$ cat src/rtl/fsub_sched.sv
// fsub_sched: round-robin scheduler sharing one combinational fsub unit
// between two requesters. Accepted operands are registered into the shared
// unit (issue stage S1); the unit's result is captured one cycle later into a
// single-entry response buffer for the issuing port. Add is performed as a
// subtract with the sign bit of x2 inverted.
//
// Ports:
//   clk, rstn                  clock, synchronous active-low reset
//   req_valid/ready/op/x1/x2/tag  per-port request channel (index 0/1)
//   resp_valid/ready/y/ovf/tag    per-port response channel (index 0/1)
//   fu_x1, fu_x2               registered operands to the shared fsub
//   fu_y, fu_ovf               combinational fsub result
//   ovf_cnt                    saturating count of completed overflowing ops
module fsub_sched #(
    parameter int unsigned TAGW = 4
) (
    input  logic                 clk,
    input  logic                 rstn,
    input  logic [1:0]           req_valid,
    output logic [1:0]           req_ready,
    input  logic [1:0]           req_op,
    input  logic [1:0][31:0]     req_x1,
    input  logic [1:0][31:0]     req_x2,
    input  logic [1:0][TAGW-1:0] req_tag,
    output logic [1:0]           resp_valid,
    input  logic [1:0]           resp_ready,
    output logic [1:0][31:0]     resp_y,
    output logic [1:0]           resp_ovf,
    output logic [1:0][TAGW-1:0] resp_tag,
    output logic [31:0]          fu_x1,
    output logic [31:0]          fu_x2,
    input  logic [31:0]          fu_y,
    input  logic                 fu_ovf,
    output logic [15:0]          ovf_cnt
);

    localparam int unsigned CNTW = 16;

    logic            s1_v;
    logic            s1_port;
    logic [TAGW-1:0] s1_tag;
    logic            rr;
    logic            adv;
    logic            free;
    logic [1:0]      grant;
    logic            acc;
    logic            acc_port;

    // Advance/free and round-robin grant; req_ready is combinational on req_valid.
    always_comb begin
        adv   = s1_v & (~resp_valid[s1_port] | resp_ready[s1_port]);
        free  = ~s1_v | adv;
        grant = 2'b00;
        if (req_valid[rr]) begin
            grant[rr] = 1'b1;
        end else begin
            grant[~rr] = req_valid[~rr];
        end
        req_ready = free ? grant : 2'b00;
        acc       = |req_ready;
        acc_port  = req_ready[1];
    end

    // Issue stage, arbitration pointer and overflow counter.
    always_ff @(posedge clk) begin
        if (!rstn) begin
            s1_v    <= 1'b0;
            s1_port <= 1'b0;
            s1_tag  <= '0;
            rr      <= 1'b0;
            fu_x1   <= '0;
            fu_x2   <= '0;
            ovf_cnt <= '0;
        end else begin
            if (acc) begin
                fu_x1   <= req_x1[acc_port];
                // Add = sub with x2 negated; sign flip is unconditional (NaN included).
                fu_x2   <= {req_x2[acc_port][31] ^ req_op[acc_port], req_x2[acc_port][30:0]};
                s1_port <= acc_port;
                s1_tag  <= req_tag[acc_port];
                s1_v    <= 1'b1;
                rr      <= ~acc_port;
            end else if (adv) begin
                s1_v <= 1'b0;
            end
            if (adv && fu_ovf && (ovf_cnt != {CNTW{1'b1}})) begin
                ovf_cnt <= ovf_cnt + CNTW'(1);
            end
        end
    end

    // Response buffers: refill wins over drain so a same-cycle swap keeps valid high.
    always_ff @(posedge clk) begin
        if (!rstn) begin
            resp_valid <= '0;
            resp_y     <= '0;
            resp_ovf   <= '0;
            resp_tag   <= '0;
        end else begin
            for (int p = 0; p < 2; p++) begin
                if (adv && (s1_port == 1'(p))) begin
                    resp_valid[p] <= 1'b1;
                    resp_y[p]     <= fu_y;
                    resp_ovf[p]   <= fu_ovf;
                    resp_tag[p]   <= s1_tag;
                end else if (resp_ready[p]) begin
                    resp_valid[p] <= 1'b0;
                end
            end
        end
    end

endmodule

$ cat config.mk
export PLATFORM = sky130hd
export DESIGN_NAME = fsub_sched
export DESIGN_NICKNAME = d
export VERILOG_FILES = /design/src/rtl/fsub_sched.sv
export SDC_FILE = /design/constraint.sdc
export NUM_CORES = 1
export LEC_CHECK = 0
export BUFFER_PORTS_ARGS = -buffer_cell sky130_fd_sc_hd__buf_2
export CAP_MARGIN = 5
export CORE_MARGIN = 10
export CORE_UTILIZATION = 34
export CTS_CLUSTER_DIAMETER = 50
export DETAILED_ROUTE_END_ITERATION = 8
export PLACE_DENSITY = 0.73
export SETUP_SLACK_MARGIN = 0.05
export SYNTH_ARGS = -nofsm -noshare
export SYNTH_HDL_FRONTEND = slang
export SYNTH_SLANG_ARGS = --single-unit
$ cat constraint.sdc
create_clock -name clk -period 3.6 [get_ports clk]
set_clock_uncertainty 0.2 [all_clocks]
set_input_delay 0.36 -clock clk [delete_from_list [all_inputs] [get_ports clk]]
set_output_delay 0.36 -clock clk [all_outputs]
set_load 0.05 [all_outputs]
==> summary.md <==
| Metric | Value |
|---|---|
| Status | finished clean |
| GRT Residual Overflow | 0 |
| Final Power | 4.72 mW |
| Initial antenna violation count | 0 |
| Tcrit/Tclk final | 0.807 |
| Mean Syn Cell Area | 8.59 µm² |
| CTS Buf Count | 17 |
| Worst setup startpoint | s1_port |
| Post-CTS Setup Bufs | 0 |
| Fin worst setup slack | 0.694 ns |
| FFs w/ async S/R, synth | 0 |
| Peak supply drop | 0.278 mV |
| CP Launch Type | register |
| Worst Tran Pin Value | 0.757 ns |
| Hold path start | fu_y[6] |
| Die W | 159 µm |
| Worst Hold Endpoint | resp_y[38] |
| Full die area | 25200 µm² |
| R2r setup slk | 1.21 ns |
| Synthesized instance count | 761 |
| Die Y | 159 µm |
| Max Slew Vio Count | 0 |
| Most frequent cells in the layout | 334 x buf_2, 163 x dfxtp_1, 162 x nand2_1 |
| Share of the synthesized area in the top cell type | 0.499 |
| Layout cells sized above 1 | 0.355 |
| Fmax | 344 MHz |
| Gr usage total | 0.177 |
| Ys flop type | dfxtp_1 |
| RSZ-0062 raised after global routing | no |
| # placed instances | 1302 |
| Via density | 4.88 |
| Hold depth | 3 |
| Clock transition at path regs | 0.07 ns |
| Port Buf Inserts | 334 |
| Largest net degree at the start of global routing | 70 |
| R2R Path Start | s1_port |
| Synth area leaders | dfxtp_1 50%, nand2_1 9.3%, a22o_1 7.4%, a22oi_1 6.3%, a21oi_1 6.1% |
| Num rows | 50 |
| Clk_lat worst skew | 0.41 ns |
| CTS Sinks | 163 |
| Syn. warnings | 0 |
| Maxcap violations | 0 |
| Vias in the first global route | 6799 |
| Clk buf depth | 2 |
| Setup TNS | 0 ns |
| PD cells | 506 nW/µm² |
| EDFF count, synth | 0 |
| Reg2reg path depth | 5 |
| DR vias | 6677 |
| Critical-path top delay cell | o21ai_4 |
| Util after Layout | 0.495 |
| Slew headroom | 0.495 |
| WL final | 23500 µm |
| Max incr delay on CP | 0.44 ns |
| CTS tree | built |
| Crit-path cells | and3b_4 > o21ai_4 > buf_4 > and2_1 > buf_2 |
| Worst Path Arrival | 2.35 ns |
| Setup crit end kind | output port |
| Initial Util | 0.347 |
| Worst hold path class | in2reg |
| Placer congestion estimate | 0.778 |
| Area grow syn2layout | 42.5% |
| CP max FO | 25 |
| Post-layout net count | 1271 |
| DPL Wire Length | 17000 µm |
| Leak | 4.37 nW |
| Most common cell after layout, fill and taps aside | buf_2 |
| Capturing point of the worst reg2reg path | fu_x2[25] |
| Num ports | 335 |
| Synth area leader | dfxtp_1 |
| Final Non-Filler Cells | 1367 |
| Area of the core | 18800 µm² |
| Pre-CTS WS | 1.04 ns |
| FF+latch count, synth | 163 |
| Drt pass-1 iters | 5 |
| Hold Fails Final Rpt | 0 |
| Required time worst endpoint | 3.04 ns |
| CTS root buffer | clkbuf_16 |
| Sequential fraction of the synthesis area | 0.499 |
| Tmin final | 2.91 ns |
| Post-synthesis cell area | 6540 µm² |
| DRC viols | 0 |
| Yosys cell types | 46 |
| Critical path class | reg2out |
| Setup-failing EPs final | 0 |
| First-pass GRT wire length | 35500 µm |
| Detail Route Antenna Nets | 0 |
| 1st-iter DRT viols | 363 |
| Syn Nets | 939 |
| Wire per inst | 17.2 µm |
| H-tree depth | 4 |
-- cell usage after synthesis, drive strengths merged, types with 2 or more instances --
master / instances
or3: 2
o31ai: 2
and3: 3
a22o: 55
and3b: 2
o21ai: 2
a22oi: 55
inv: 2
nand2: 162
dfxtp: 163
xor2: 4
nand2b: 7
nor4: 4
o211ai: 3
nand4: 2
nor3: 7
buf: 14
and2: 3
clkbuf: 50
xnor2: 6
a211oi: 15
mux2i: 18
nor2: 80
nand3: 10
a21oi: 81
-- kinds of logic after synthesis --
group                    Yosys count  synth area share
AO/OA/AOI/OAI                    216             0.230
XOR/XNOR                          10            0.0134
adder cells (fa/ha/maj)            1           0.00191
buffers and inverters             67            0.0421
flip-flops                       163             0.499
multiplexers                      18            0.0275
AND/OR/NAND/NOR                  286             0.186
-- registers in the layout (all words and copies together) (netlist names) --
name,count
resp_y,64
resp_tag,8
fu_x2,32
s1_port,1
fu_x1,32
ovf_cnt,16
rr,1
resp_ovf,2
s1_v,1
s1_tag,4
resp_valid,2
-- critical path, delay by kind of cell (launching register included) --
family / cells / cell delay, ns
compound gates: 1 / 0.44
buf+inv: 2 / 0.65
flops: 1 / 0.38
simple gates: 2 / 0.45
-- worst max-delay path by stage --
stage,endpoint,slack [ns],cells after the start
after floorplan,req_ready[0],1.25,4
after CTS,req_ready[0],0.62,5
after global placement,req_ready[0],1.05,6
after global routing,req_ready[0],0.55,5
after detailed placement,req_ready[0],1.04,6
final,req_ready[0],0.69,5
-- power by group --
group | total [mW] | switching [mW] | internal [mW]
clock | 1.83 | 0.776 | 1.05
sequential | 1.96 | 0.0562 | 1.90
combinational | 0.926 | 0.635 | 0.292
total | 4.72 | 1.47 | 3.25
-- metrics by stage --
stage,cell area (µm²),hold WS (ns)
global placement,8400,0.239
floorplan,6540,0.240
global route,9310,0.0134
detailed placement,8400,0.243
finish,9320,0.0186
CTS,9310,0.00177
-- per-layer routing --
layer	wire length, µm	vias to the layer above	track usage
li1	-	3323	-
met1	9350	3093	0.196
met2	11700	241	0.308
met3	2170	20	0.0669
met4	272	0	0.0547
met5	0	-	0
-- what timing repair did --
item                                    4_1_cts  5_1_grt
resized for setup                             0        0
endpoints found under the setup margin        0        0
hold endpoints to repair                     59        0
hold buffers                                 32        0
-- final cells by class --
cell class | count | area [µm²]
Sequential cell | 163 | 3260
Multi-Input combinational cell | 531 | 3030
Fill cell | 1784 | 9510
Inverter | 3 | 13.8
Antenna cell | 1 | 2.50
Clock buffer | 19 | 443
Clock inverter | 13 | 149
Timing Repair Buffer | 377 | 2090
Tap cell | 260 | 325
No activity file was read; power rests on OpenSTA's default activity.
